$ cat src/rtl/seven_seg_scanner.sv
// Four-digit common-anode 7-segment scanner: steps on rising scan_clk edges, blanks anodes
// for a dead-time between digits, and snapshots digit data once per frame to avoid tearing.
module seven_seg_scanner #(
  parameter int unsigned BLANK_CYCLES = 4,
  parameter bit          LZ_SUPPRESS  = 1'b1
) (
  input  logic        clk_in,
  input  logic        reset,
  input  logic        scan_clk,
  input  logic [15:0] digits,
  input  logic [3:0]  dp,
  input  logic [3:0]  blank,
  output logic [3:0]  an,
  output logic [6:0]  seg,
  output logic        dp_n,
  output logic        frame_start
);

  typedef enum logic {ST_BLANK, ST_SHOW} state_t;

  localparam logic [7:0] BLANK_LAST = 8'(BLANK_CYCLES - 1);

  function automatic logic [6:0] decode(input logic [3:0] nib);
    case (nib)
      4'h0: decode = 7'h40;
      4'h1: decode = 7'h79;
      4'h2: decode = 7'h24;
      4'h3: decode = 7'h30;
      4'h4: decode = 7'h19;
      4'h5: decode = 7'h12;
      4'h6: decode = 7'h02;
      4'h7: decode = 7'h78;
      4'h8: decode = 7'h00;
      4'h9: decode = 7'h10;
      4'hA: decode = 7'h08;
      4'hB: decode = 7'h03;
      4'hC: decode = 7'h46;
      4'hD: decode = 7'h21;
      4'hE: decode = 7'h06;
      default: decode = 7'h0E;
    endcase
  endfunction

  state_t      state_q, state_d;
  logic [1:0]  idx_q, idx_d;
  logic [7:0]  blank_cnt_q, blank_cnt_d;
  logic        scan_q, scan_d;
  logic [15:0] shadow_digits_q, shadow_digits_d;
  logic [3:0]  shadow_dp_q, shadow_dp_d;
  logic [3:0]  shadow_blank_q, shadow_blank_d;
  logic [3:0]  an_q, an_d;
  logic [6:0]  seg_q, seg_d;
  logic        dp_n_q, dp_n_d;
  logic        frame_start_q, frame_start_d;

  logic        tick;
  logic [3:0]  nib;
  logic [3:0]  nz;
  logic        dark;
  logic [3:0]  show_an;
  logic [6:0]  show_seg;
  logic        show_dp_n;

  // Everything the lit slot needs is derived from the shadow registers only, so inputs
  // never reach the outputs combinationally.
  always_comb begin
    tick = scan_clk & ~scan_q;
    nib  = 4'(shadow_digits_q >> {idx_q, 2'b00});
    for (int k = 0; k < 4; k++) nz[k] = |shadow_digits_q[k*4 +: 4];
    // A digit is a leading zero when it and every higher nibble are zero.
    dark = shadow_blank_q[idx_q] |
           (LZ_SUPPRESS && (idx_q != 2'd0) && !(|(nz >> idx_q)));
    show_an   = dark ? 4'hF : ~(4'b0001 << idx_q);
    show_seg  = dark ? 7'h7F : decode(nib);
    show_dp_n = dark | ~shadow_dp_q[idx_q];
  end

  // NOTE: every *_d gets a default before any branch, so no path leaves a latch behind.
  always_comb begin
    state_d         = state_q;
    idx_d           = idx_q;
    blank_cnt_d     = blank_cnt_q;
    scan_d          = scan_clk;
    shadow_digits_d = shadow_digits_q;
    shadow_dp_d     = shadow_dp_q;
    shadow_blank_d  = shadow_blank_q;
    an_d            = an_q;
    seg_d           = seg_q;
    dp_n_d          = dp_n_q;
    frame_start_d   = 1'b0;

    if (tick) begin
      idx_d       = idx_q + 2'd1;
      state_d     = ST_BLANK;
      blank_cnt_d = 8'd0;
      an_d        = 4'hF;
      seg_d       = 7'h7F;
      dp_n_d      = 1'b1;
      if (idx_q == 2'd3) begin
        shadow_digits_d = digits;
        shadow_dp_d     = dp;
        shadow_blank_d  = blank;
        frame_start_d   = 1'b1;
      end
    end else begin
      case (state_q)
        ST_BLANK: begin
          blank_cnt_d = blank_cnt_q + 8'd1;
          if (blank_cnt_q == BLANK_LAST) begin
            state_d = ST_SHOW;
            an_d    = show_an;
            seg_d   = show_seg;
            dp_n_d  = show_dp_n;
          end
        end
        default: ;
      endcase
    end
  end

  // NOTE: sequential state uses non-blocking assignments so all flops update together.
  // scan_q resets high so a scan_clk already high at release is not seen as an edge.
  always_ff @(posedge clk_in or posedge reset) begin
    if (reset) begin
      state_q         <= ST_BLANK;
      idx_q           <= 2'd3;
      blank_cnt_q     <= 8'd0;
      scan_q          <= 1'b1;
      shadow_digits_q <= 16'h0000;
      shadow_dp_q     <= 4'h0;
      shadow_blank_q  <= 4'h0;
      an_q            <= 4'hF;
      seg_q           <= 7'h7F;
      dp_n_q          <= 1'b1;
      frame_start_q   <= 1'b0;
    end else begin
      state_q         <= state_d;
      idx_q           <= idx_d;
      blank_cnt_q     <= blank_cnt_d;
      scan_q          <= scan_d;
      shadow_digits_q <= shadow_digits_d;
      shadow_dp_q     <= shadow_dp_d;
      shadow_blank_q  <= shadow_blank_d;
      an_q            <= an_d;
      seg_q           <= seg_d;
      dp_n_q          <= dp_n_d;
      frame_start_q   <= frame_start_d;
    end
  end

  assign an          = an_q;
  assign seg         = seg_q;
  assign dp_n        = dp_n_q;
  assign frame_start = frame_start_q;

endmodule

$ cat config.mk
export PLATFORM = sky130hd
export DESIGN_NAME = seven_seg_scanner
export DESIGN_NICKNAME = d
export VERILOG_FILES = /design/src/rtl/seven_seg_scanner.sv
export SDC_FILE = /design/constraint.sdc
export NUM_CORES = 1
export LEC_CHECK = 0
export ABC_AREA = 0
export CAP_MARGIN = 25
export CORE_ASPECT_RATIO = 1.2
export CORE_MARGIN = 2
export CORE_UTILIZATION = 53
export CTS_CLUSTER_SIZE = 40
export DETAILED_ROUTE_END_ITERATION = 8
export PLACE_DENSITY = 0.78
export SYNTH_ARGS = -nofsm -noshare
export SYNTH_HDL_FRONTEND = slang
export SYNTH_SLANG_ARGS = --single-unit
$ cat constraint.sdc
create_clock -name clk_in -period 3.12 [get_ports clk_in]
set_clock_uncertainty 0.1 [all_clocks]
set_input_delay 0.624 -clock clk_in [delete_from_list [all_inputs] [get_ports clk_in]]
set_output_delay 0.624 -clock clk_in [all_outputs]
set_load 0.02 [all_outputs]
## After elaboration in Yosys (flattened, before gate mapping)

Memories as Yosys holds them, arrays and structs flattened.
Index checks and enable logic that the tools add are counted.

| word-level totals | value |
|---|---|
| bits in registers | 49 |
| bits in read-only memories | 112 |
| bits of input ports | 27 |
| output and inout port bits | 13 |
| memories | 1 |

| operators by class | value |
|---|---|
| $add $sub $neg | 2 |
| $lt $le $gt $ge | 1 |
| equality and inequality tests | 3 |
| shift-type cells | 3 |
| muxes and demuxes | 22 |
| bitwise logic cells | 6 |
| reductions and logical operators | 11 |

Memory list:

| memory | words | bits a word | read ports | clocked after memory_dff | write ports | line | RTL |
|---|---|---|---|---|---|---|---|
| (name not given) | 16 | 7 | 1 | 0 | 0 | 24 | `case (nib)` |

Operator list:

| kind | count |
|---|---|
| 2-to-1 mux 7 bit | 4 |
| OR reduction 4 bit | 5 |
| 2-to-1 mux 4 bit | 4 |
| 2-to-1 mux 8 bit | 2 |
| >> shifter 16 x 4 -> 4 bit | 1 |
| 2-to-1 mux 1 bit | 10 |
| adder 8 x 1 -> 8 bit (second input constant) | 1 |
| equality test 8 x 2 -> 1 bit (second input constant) | 1 |
| binary-select mux 1 bit (select 2 bit) | 2 |
| inverter 4 bit | 1 |
| AND reduction 2 bit | 2 |
| nonzero test 2 bit | 2 |
| << shifter 1 x 2 -> 4 bit (first input constant) | 1 |
| >> shifter 4 x 2 -> 4 bit | 1 |
| < comparator 2 x 3 -> 1 bit (second input constant) | 1 |
| adder 2 x 1 -> 2 bit (second input constant) | 1 |
| equality test 2 bit (second input constant) | 1 |
| inequality test 2 x 1 -> 1 bit (second input constant) | 1 |
| inverter 1 bit | 2 |
| OR 1 bit | 2 |
| bitwise AND 1 bit | 1 |
| logical AND 1 bit | 1 |
| logical NOT 1 bit | 1 |

## Logic depth before layout (Yosys ltp)

Gate-level depths: netlist of the first run.

| logic depth | value |
|---|---|
| word-level depth | 10 |
| gate-level depth with buffers | 8 |

## Worst setup path before layout of the first run

No wires, ideal clock.

| timing path | value |
|---|---|
| path kind | register to register |
| from | register idx_q[0] |
| to | register seg_q[3] (netlist: seg[3]) |
| data arrival time | 2.153 ns |
| data required time | 2.930 ns |
| slack | 0.776 ns |
| cell stages (with the launch flop) | 9 |
| buffers on the path | 1 |
| clock period less this slack | 2.344 ns |
| cells stage by stage | dfstp_2 -> buf_6 -> mux4_1 -> inv_1 -> ha_1 -> inv_1 -> mux4_2 -> clkinv_1 -> a31oi_1 |

| between the ends | value |
|---|---|
| longest elaborated chain between the ends | 9 |
| elaborated cells on any way between the ends | 14 |

RTL lines:

| item | line | RTL |
|---|---|---|
| start, declared | 45 | `logic [1:0] idx_q, idx_d;` |
| start signal, assigned | 138 | `idx_q <= idx_d;` |
| parallel branches: the longest is 5 deep, another holds memory (16 x 7 bit) | - |  |
| 2-to-1 mux 7 bit * | 74 | `show_seg = dark ? 7'h7F : decode(nib);` |
| 2-to-1 mux 7 bit * | 109 | `if (blank_cnt_q == BLANK_LAST) begin` |
| 2-to-1 mux 7 bit * | 106 | `case (state_q)` |
| 2-to-1 mux 7 bit * | 92 | `if (tick) begin` |
| end signal, assigned | 145 | `seg_q <= seg_d;` |
| end, declared | 52 | `logic [6:0] seg_q, seg_d;` |

Mark *: on every way between the ends. The select of a mux whose other input is x is not followed.
A chain may end at the register's enable or synchronous reset.

## Worst setup path after layout of the first run

| timing path | value |
|---|---|
| from | register idx_q[0] |
| to | register seg_q[4] (netlist: seg[4]) |

Same word-level chain as after synthesis.

==> results of run 1 <==
-- area by class of cell --
cell class                 instances  area share, %
multi-input combinational        135           38.7
clock inverter                     1          0.289
timing repair buffer              43           13.9
clock buffer                       7           2.52
inverter                           9           1.12
sequential                        49           41.1
tap                               58           2.40
-- kinds of logic (layout without fill, tap and decap cells) --
| kind of cell | count (synthesis) | count (layout) | synth area share, % |
|---|---|---|---|
| buffers and inverters | 20 | 60 | 4.26 |
| AO/OA/AOI/OAI | 23 | 23 | 6.99 |
| adder cells (fa/ha/maj) | 11 | 11 | 5.45 |
| AND/OR/NAND/NOR | 56 | 56 | 11.2 |
| flip-flops | 49 | 49 | 49.3 |
| multiplexers | 37 | 37 | 20.0 |
| XOR/XNOR | 8 | 8 | 2.78 |
-- sequential cells by signal, summed over array words and instances (netlist names) --
name             flops
an                   4
blank_cnt_q          8
shadow_digits_q     16
seg                  7
shadow_blank_q       4
idx_q                2
shadow_dp_q          4
frame_start          1
scan_q               1
dp_n                 1
state_q              1
-- power by group through the flow --
stage | clock network [mW] | logic, mW | registers [mW]
after floorplan | 0 | 1.14 | 1.14
after global placement | 0 | 1.39 | 1.16
after detailed placement | 0 | 1.43 | 1.17
after CTS | 0.374 | 1.45 | 1.16
after global routing | 0.401 | 1.61 | 1.19
final | 0.370 | 1.44 | 1.16
-- worst min path at each step --
stage | from | to | slack [ns] | cells past startpoint
after floorplan | shadow_blank_q[1]$_DFFE_PP0P_ | shadow_blank_q[1]$_DFFE_PP0P_ | 0.37 | 1
final | reset | frame_start$_DFF_PP0_ | 0.37 | 2
after global placement | shadow_blank_q[2]$_DFFE_PP0P_ | shadow_blank_q[2]$_DFFE_PP0P_ | 0.38 | 1
after detailed placement | shadow_dp_q[2]$_DFFE_PP0P_ | shadow_dp_q[2]$_DFFE_PP0P_ | 0.39 | 1
after global routing | reset | frame_start$_DFF_PP0_ | 0.37 | 2
after CTS | reset | frame_start$_DFF_PP0_ | 0.37 | 2
-- Yosys cell counts (all sizes together) --
| cell | count | area [µm²] |
|---|---|---|
| dfrtp | 34 | 851 |
| mux2 | 25 | 282 |
| nor2 | 16 | 62.6 |
| dfstp | 15 | 394 |
| ha | 11 | 138 |
| nand2 | 11 | 41.3 |
| nor3 | 11 | 55.1 |
| a31oi | 8 | 50.1 |
| inv | 8 | 30.0 |
| mux4 | 7 | 173 |
| buf | 6 | 45.0 |
| clkbuf | 5 | 28.8 |
| mux2i | 5 | 50.1 |
| xor2 | 5 | 43.8 |
| nand3 | 4 | 20.0 |
| nor4 | 4 | 31.3 |
| o21ai | 4 | 20.0 |
| a21oi | 3 | 15.0 |
| o32ai | 3 | 26.3 |
| xnor2 | 3 | 26.3 |
| and4b | 2 | 20.0 |
| nor2b | 2 | 12.5 |
| a2111oi | 1 | 27.5 |
| a32oi | 1 | 8.76 |
| and2 | 1 | 6.26 |
| and3 | 1 | 6.26 |
| clkinv | 1 | 3.75 |
| nand2b | 1 | 6.26 |
| nand3b | 1 | 7.51 |
| nor3b | 1 | 7.51 |
| o221a | 1 | 11.3 |
| o22a | 1 | 8.76 |
| o2bb2ai | 1 | 8.76 |
| or4 | 1 | 7.51 |
-- metrics by stage --
stage	power, mW	cells
4_1_cts	2.99	302
5_1_grt	3.20	302
6_report	2.97	302
3_5_place_dp	2.61	294
3_3_place_gp	2.54	294
2_1_floorplan	2.28	204
-- critical path, cell delays in order, from the launching register on --
cell	delay [ns]
dfstp_2	0.67
inv_1	0.16
ha_1	0.24
or4_1	0.56
a2111oi_4	0.42
nor2_2	0.14
a31oi_1	0.17
-- routing by layer --
| metal | vias up | wire length [µm] |
|---|---|---|
| met2 | 33 | 2310 |
| li1 | 817 | - |
| met1 | 830 | 1930 |
| met5 | - | 0 |
| met4 | 0 | 74 |
| met3 | 7 | 157 |
==> flow_metrics.tcl, run 1 <==
set metrics [dict create \
    drive_above_1_share_pct 23.8 \
    met2_usage_pct 31.2 \
    antenna_found_initial 0 \
    track_usage_pct 19.3 \
    worst_slew_pin_slew_ns 0.671 \
    ctsHoldBuffers 0 \
    final_core_util_pct 65.9 \
    met3_usage_pct 3.81 \
    rows 27 \
    yosysWarnings 0 \
    seq_area_mm2 0.00124 \
    final_area_mm2 0.00303 \
    routed_via_density 5.59 \
    critPathArrivalTime_ns 2.67 \
    clock_latency_ns 0.31 \
    ys_seq_elements 49 \
    yosysUniqueCellTypes 41 \
    synthesis.area_mm2 0.00252 \
    max_cap_violations 0 \
    critPathKind "reg -> reg" \
    worst_setup_path_start_kind "register" \
    power.internal_mw 1.83 \
    critPathCapture "seg[4]$_DFFE_PP1P_" \
    grt_pass1_wl_mm 7.80 \
    fillers 396 \
    wirelength_mm 4.47 \
    max-slew-margin-rel_pct 55.3 \
    setup_viol 0 \
    ir_drop_mv 0.564 \
    synth_fp_nets 242 \
    hold_class "in -> async" \
    swShare_pct 38.4 \
    finalSetupTns_ns 0 \
    start_util_pct 55.0 \
    required_ns 3.25 \
    dpl.hpwl_mm 3.39 \
    pwr-share-clk_pct 12.5 \
    path_max_fanout 9 \
    clock_sinks 49 \
    synthCells 204 \
    vias 1687 \
    area_delta_synth_final_pct 20.0 \
    crit_path_end_kind "register" \
    grtUsageMet1_pct 25.6 \
    dpl_cell_area_mm2 0.00294 \
    wire_per_inst_um 14.8 \
    clk_transition_reported_paths_ns 0.09 \
    crit_start "idx_q[0]$_DFFE_PP1P_" \
    status "completed" \
    cts_root_buf "clkbuf_8" \
    cts_made_buffers 5 \
    cts_setup_buffers 0 \
    fin_crit_sh_pct 81.7 \
    fin_ws_ns 0.571 \
    r2r-end "seg[4]$_DFFE_PP1P_" \
    grt_overflow 0 \
    r2r_slack_ns 0.57 \
    antennaDiodeCount 0 \
    drt_iter0_drc 71 \
    drv_slew 0 \
    fin_hold_ws_ns 0.366 \
    switching_power_mw 1.14 \
    first_pass_iters 4 \
    fmax_ghz 0.392 \
    dieArea_mm2 0.00533 \
    multi_input_area_mm2 0.00117 \
    ant_nets 0 \
    pwr-share-seq_pct 39.1 \
    avgSynthCellArea_um2 12.4 \
    die_x_um 67.0 \
    p_leak_nw 1.28 \
    top_usage_layer "met2" \
    port_buffers 39 \
    gp_congestion 0.784 \
    drc 0 \
    power_density_mw_per_mm2 979 \
    post-place-ws_ns 0.581 \
    hold_violations 0 \
    cts_tree "yes" \
    reg2reg_depth 6 \
    num_io_pins 40 \
    htree_num_levels 2 \
    p_comb_share_pct 48.5 \
    final_common_cell "clkdlybuf4s50_1" \
    r2r-start "idx_q[0]$_DFFE_PP1P_" \
    coreArea_mm2 0.00459 \
    first_global_vias 1653 \
    cts_resized 0 \
    fin_crit_ns 2.55 \
    ys_seq_area_share_pct 49.3 \
    final_cell_mix "clkdlybuf4s50_1, dfrtp_1, mux2_2, nor2_1, dfstp_2" \
    rsz0062_at_grt "no" \
    grt_max_degree 26 \
    fp.dieH_um 79.6 \
    cts_buffer_depth 2 \
    nets 281 \
]
(Power assumes the default switching activity.)
==> inputs of run 2 (changes only) <==
Settings changed: CORE_UTILIZATION 53 to 48, PLACE_DENSITY 0.78 to 0.74.
Clock period 3.12 ns to 2.29 ns, I/O delays scaled along.
==> run 2 against run 1 <==
Compared with the run above: final cell count rose by 3.3%; setup slack got worse by 0.54 ns; clock power rose by 68%.
==> flow_metrics.tcl, run 2 (synthesized netlist as in run 1, its figures left out) <==
set metrics [dict create \
    cts_made_buffers 5 \
    fin_crit_sh_pct 98.7 \
    clk_transition_reported_paths_ns 0.10 \
    critPathBufInv 3 \
    path_cells "mux4_2 > inv_2 > ha_4 > inv_2 > mux4_2 > inv_2 > a31oi_1" \
    fin_crit_ns 2.26 \
    required_ns 2.42 \
    cts_root_buf "clkbuf_8" \
    r2r_slack_ns 0.03 \
    hold_class "in -> async" \
    fillers 403 \
    first_global_vias 1829 \
    grt_pass1_wl_mm 8.70 \
    seq_area_mm2 0.00124 \
    drc 0 \
    area_delta_synth_final_pct 25.2 \
    gp_congestion 0.799 \
    final_cell_mix "clkdlybuf4s50_1, dfrtp_1, mux2_2, nor2_1, dfstp_2" \
    first_pass_iters 4 \
    max-slew-margin-rel_pct 76.1 \
    p_leak_nw 1.33 \
    die_x_um 70.2 \
    max_cap_violations 0 \
    crit_top_cell "inv_2" \
    grt_max_degree 50 \
    track_usage_pct 18.6 \
    fmax_ghz 0.443 \
    hold_violations 0 \
    crit_cells 7 \
    critPathKind "reg -> reg" \
    clock_latency_ns 0.30 \
    coreArea_mm2 0.00501 \
    port_buffers 39 \
    routed_via_density 5.48 \
    power_mw 4.41 \
    critPathCapture "seg[3]$_DFFE_PP1P_" \
    final_common_cell "clkdlybuf4s50_1" \
    slowest_delay_ns 0.62 \
    path_max_fanout 5 \
    vias 1710 \
    crit_start "idx_q[0]$_DFFE_PP1P_" \
    clock_sinks 49 \
    grtUsageMet1_pct 22.5 \
    r2r-start "idx_q[0]$_DFFE_PP1P_" \
    crit_path_end_kind "register" \
    largest_reg_flops 16 \
    htree_num_levels 2 \
    dieArea_mm2 0.00586 \
    drt_iter0_drc 83 \
    worst_setup_path_start_kind "register" \
    reg2reg_depth 7 \
    top_usage_layer "met2" \
    met3_usage_pct 3.99 \
    fp.dieH_um 83.5 \
    regMostFlops "shadow_digits_q" \
    dpl.hpwl_mm 3.52 \
    drv_slew 0 \
    antenna_found_initial 0 \
    antennaDiodeCount 0 \
    wirelength_mm 4.86 \
    start_util_pct 50.4 \
    cts_tree "yes" \
    cp_top_family "multiplexers" \
    ant_nets 0 \
    crit_slowest_cell "dfstp_2" \
    finalSetupTns_ns 0 \
    ir_drop_mv 0.698 \
    drive_above_1_share_pct 31.3 \
    setup_viol 0 \
    num_io_pins 40 \
    multi_input_area_mm2 0.00119 \
    r2r-end "seg[3]$_DFFE_PP1P_" \
    rsz0062_at_grt "yes" \
    rows 28 \
    worst_slew_pin_slew_ns 0.355 \
    critPathArrivalTime_ns 2.39 \
    power_density_mw_per_mm2 1400 \
    met2_usage_pct 31.9 \
    wire_per_inst_um 15.6 \
    nets 289 \
    grt_overflow 0 \
    cts_buffer_depth 2 \
    status "completed" \
]
[run 2: cell types whose count changed in the layout (fill, tap and decap cells not counted), moves of 2 or more]
cell / before / now
inv_1: 7 / 3
mux4_1: 4 / 2
mux4_2: 3 / 5
ha_1: 11 / 8
buf_4: 4 / 10
clkbuf_1: 2 / 0
inv_2: 1 / 5
ha_2: 0 / 2
buf_12: 0 / 2
[run 2: where the power goes]
| part | total [mW] | switching (mW) | internal, mW | leakage (nW) |
|---|---|---|---|---|
| Sequential | 1.55 | 0.276 | 1.27 | 0.583 |
| Clock | 0.623 | 0.295 | 0.328 | 0.0585 |
| Combinational | 2.24 | 1.08 | 1.16 | 0.692 |
| Total | 4.41 | 1.66 | 2.75 | 1.33 |
[run 2: layout make-up]
| cell class | count | area share, % |
|---|---|---|
| clock buffers | 5 | 2.18 |
| inverters | 9 | 1.15 |
| multi-input cells | 135 | 37.5 |
| repair buffers | 51 | 16.0 |
| well taps | 60 | 2.38 |
| flip-flops and latches | 49 | 39.4 |
| clock inverters | 3 | 1.39 |
[run 2: timing repair]
| action | in CTS | in global routing |
|---|---|---|
| hold buffers | 0 | 0 |
| resized for setup | 0 | 7 |
| setup buffers | 1 | 1 |
| pin swaps | 0 | 3 |
| setup endpoints to repair | 1 | 8 |
[run 2: through the flow]
stage	util, %	hold WS [ns]	cells	instance area [µm²]	worst slack [ns]
after floorplan	-	0.362	204	2520	0.0384
final	63.1	0.396	312	3160	0.0303
after CTS	62.6	0.412	311	3140	0.0119
after global routing	63.1	0.425	312	3160	-0.0525
after detailed placement	60.2	0.392	302	3020	0.0114
after global placement	60.2	0.382	302	3020	0.0734
[run 2: metal layers]
metal,routed length [µm],vias to the layer above
li1,-,835
met1,2030,835
met3,154,6
met5,0,-
met4,80,0
met2,2600,34
[run 2: worst min-delay path by stage]
stage	startpoint	end	slack, ns	cells after the start
floorplan	scan_clk	scan_q$_DFF_PP1_	0.36	0
global placement	shadow_dp_q[3]$_DFFE_PP0P_	shadow_dp_q[3]$_DFFE_PP0P_	0.38	1
detailed placement	shadow_dp_q[3]$_DFFE_PP0P_	shadow_dp_q[3]$_DFFE_PP0P_	0.39	1
CTS	shadow_dp_q[3]$_DFFE_PP0P_	shadow_dp_q[3]$_DFFE_PP0P_	0.41	1
global route	shadow_dp_q[2]$_DFFE_PP0P_	shadow_dp_q[2]$_DFFE_PP0P_	0.42	1
finish	reset	shadow_digits_q[3]$_DFFE_PP0P_	0.40	3
[run 2: worst reg2reg max path, cell delays in order (launching register included)]
cell	delay [ns]
dfstp_2	0.62
mux4_2	0.60
inv_2	0.13
ha_4	0.13
inv_2	0.03
mux4_2	0.45
inv_2	0.06
a31oi_1	0.06
==> inputs of run 3 (changes only) <==
Settings changed: CORE_UTILIZATION 48 to 53, GPL_TIMING_DRIVEN set to 1, PLACE_DENSITY 0.74 to 0.78.
Clock period 2.29 ns to 2.2 ns, I/O delays scaled along.
==> run 3 against run 2 <==
Compared with the run above: the flow now finishes with violations (setup timing); first-iteration DRC count shrank 30%; cell area grew 2.1%; die area down 9.0%; largest cell class unchanged; highest routed layer unchanged.
==> flow_metrics.tcl, run 3 (synthesized netlist as in run 1, its figures left out) <==
set metrics [dict create \
    fmax_ghz 0.447 \
    worst_slew_pin_slew_ns 0.362 \
    area_delta_synth_final_pct 27.8 \
    die_x_um 67.0 \
    rows 27 \
    dpl_cell_area_mm2 0.00304 \
    critPathKind "reg -> reg" \
    critPathBufInv 1 \
    ctsHoldBuffers 0 \
    fin_crit_sh_pct 102 \
    final_area_mm2 0.00323 \
    antennaDiodeCount 0 \
    crit_slowest_cell "dfstp_2" \
    setup_viol 2 \
    start_util_pct 55.0 \
    crit_top_cell "mux4_2" \
    required_ns 2.33 \
    drive_above_1_share_pct 32.4 \
    drv_slew 0 \
    drc 0 \
    routed_via_density 5.57 \
    regMostFlops "shadow_digits_q" \
    power_density_mw_per_mm2 1470 \
    power_mw 4.75 \
    antenna_found_initial 0 \
    fp.dieH_um 79.6 \
    first_pass_iters 4 \
    slowest_delay_ns 0.62 \
    cts_root_buf "clkbuf_8" \
    grt_pass1_wl_mm 7.99 \
    ant_nets 0 \
    largest_reg_flops 16 \
    hold_class "in -> async" \
    final_cell_mix "clkdlybuf4s50_1, dfrtp_1, mux2_2, nor2_1, dfstp_2" \
    hold_violations 0 \
    clk_transition_reported_paths_ns 0.09 \
    coreArea_mm2 0.00459 \
    fin_crit_ns 2.24 \
    fin_hold_ws_ns 0.312 \
    cts_tree "yes" \
    violations "setup timing" \
    final_common_cell "clkdlybuf4s50_1" \
    status "complete, but fails checks" \
    worst_setup_path_start_kind "register" \
    multi_input_area_mm2 0.00123 \
    rsz0062_at_grt "yes" \
    wirelength_mm 4.85 \
    gp_congestion 0.754 \
    seq_area_mm2 0.00124 \
    post-place-ws_ns -0.0395 \
    p_leak_nw 1.36 \
    clock_sinks 49 \
    port_buffers 39 \
    grt_overflow 0 \
    cts_made_buffers 5 \
    ir_drop_mv 0.994 \
    wire_per_inst_um 15.5 \
    finalSetupTns_ns -0.0407 \
    final_core_util_pct 70.2 \
    drt_iter0_drc 58 \
    htree_num_levels 2 \
    crit_path_end_kind "register" \
    path_max_fanout 5 \
    grt_max_degree 35 \
    first_global_vias 1736 \
    fin_ws_ns -0.0383 \
    critPathArrivalTime_ns 2.37 \
    cts_buffer_depth 2 \
    path_cells "mux4_2 > ha_2 > mux4_2 > clkinv_2 > a31oi_1" \
    cp_top_family "multiplexers" \
    dp.cells 303 \
    vias 1750 \
    fin_cells 314 \
    dieArea_mm2 0.00533 \
    max_cap_violations 0 \
    dpl.hpwl_mm 3.53 \
    num_io_pins 40 \
    track_usage_pct 20.1 \
    clock_latency_ns 0.31 \
    fillers 346 \
    nets 293 \
    max-slew-margin-rel_pct 75.8 \
]
run 3: changes by cell type in the layout (fill, tap and decap cells not counted), sizes merged:
cell,previous run,this run
mux4,7,8
clkbuf,5,6
buf,12,15
clkinv,1,2
inv,10,8
run 3: worst register-to-register path: cells and delay by family, from the launching register on:
kind	cells	cell delay, ns
flops	1	0.62
compound gates	1	0.06
mux	2	1.09
buf+inv	1	0.05
fa+ha+maj	1	0.25
run 3: cell type report:
class	count	share of cell area, %
Sequential cell	49	38.6
Timing Repair Buffer	54	16.4
Tap cell	58	2.25
Clock inverter	2	1.20
Clock buffer	6	2.25
Multi-Input combinational cell	136	38.1
Inverter	9	1.24
run 3: where the power goes:
| group | total (mW) | internal (mW) | switching (mW) |
|---|---|---|---|
| logic | 2.48 | 1.31 | 1.17 |
| registers | 1.63 | 1.32 | 0.306 |
| clock network | 0.641 | 0.341 | 0.300 |
run 3: path summary, 6_finish.rpt:
path	start	end	slack, ns	cells past startpoint
hold reg to reg	shadow_dp_q[3]$_DFFE_PP0P_	shadow_dp_q[3]$_DFFE_PP0P_	0.41	1
max in group asynchronous	reset	idx_q[0]$_DFFE_PP1P_	1.13	3
hold / removal	reset	blank_cnt_q[7]$_DFFE_PP0P_	0.31	2
setup reg to reg	idx_q[0]$_DFFE_PP1P_	seg[3]$_DFFE_PP1P_	-0.04	5
setup / recovery	idx_q[0]$_DFFE_PP1P_	seg[3]$_DFFE_PP1P_	-0.04	5
min in group clk_in	shadow_dp_q[3]$_DFFE_PP0P_	shadow_dp_q[3]$_DFFE_PP0P_	0.41	1
run 3: timing repair:
action	CTS	global route
pin swaps	1	4
cloned	0	1
buffers inserted	1	1
endpoints found under the setup margin	2	11
gates resized for setup	3	3
run 3: routing by layer:
| metal | up-vias | global-route usage [%] | part of all wire, % |
|---|---|---|---|
| met1 | 858 | 24.3 | 42 |
| li1 | 842 | - | - |
| met3 | 9 | 4.65 | 3.4 |
| met2 | 41 | 34.1 | 53 |
| met4 | 0 | 7.96 | 1.8 |
| met5 | - | 0 | 0 |
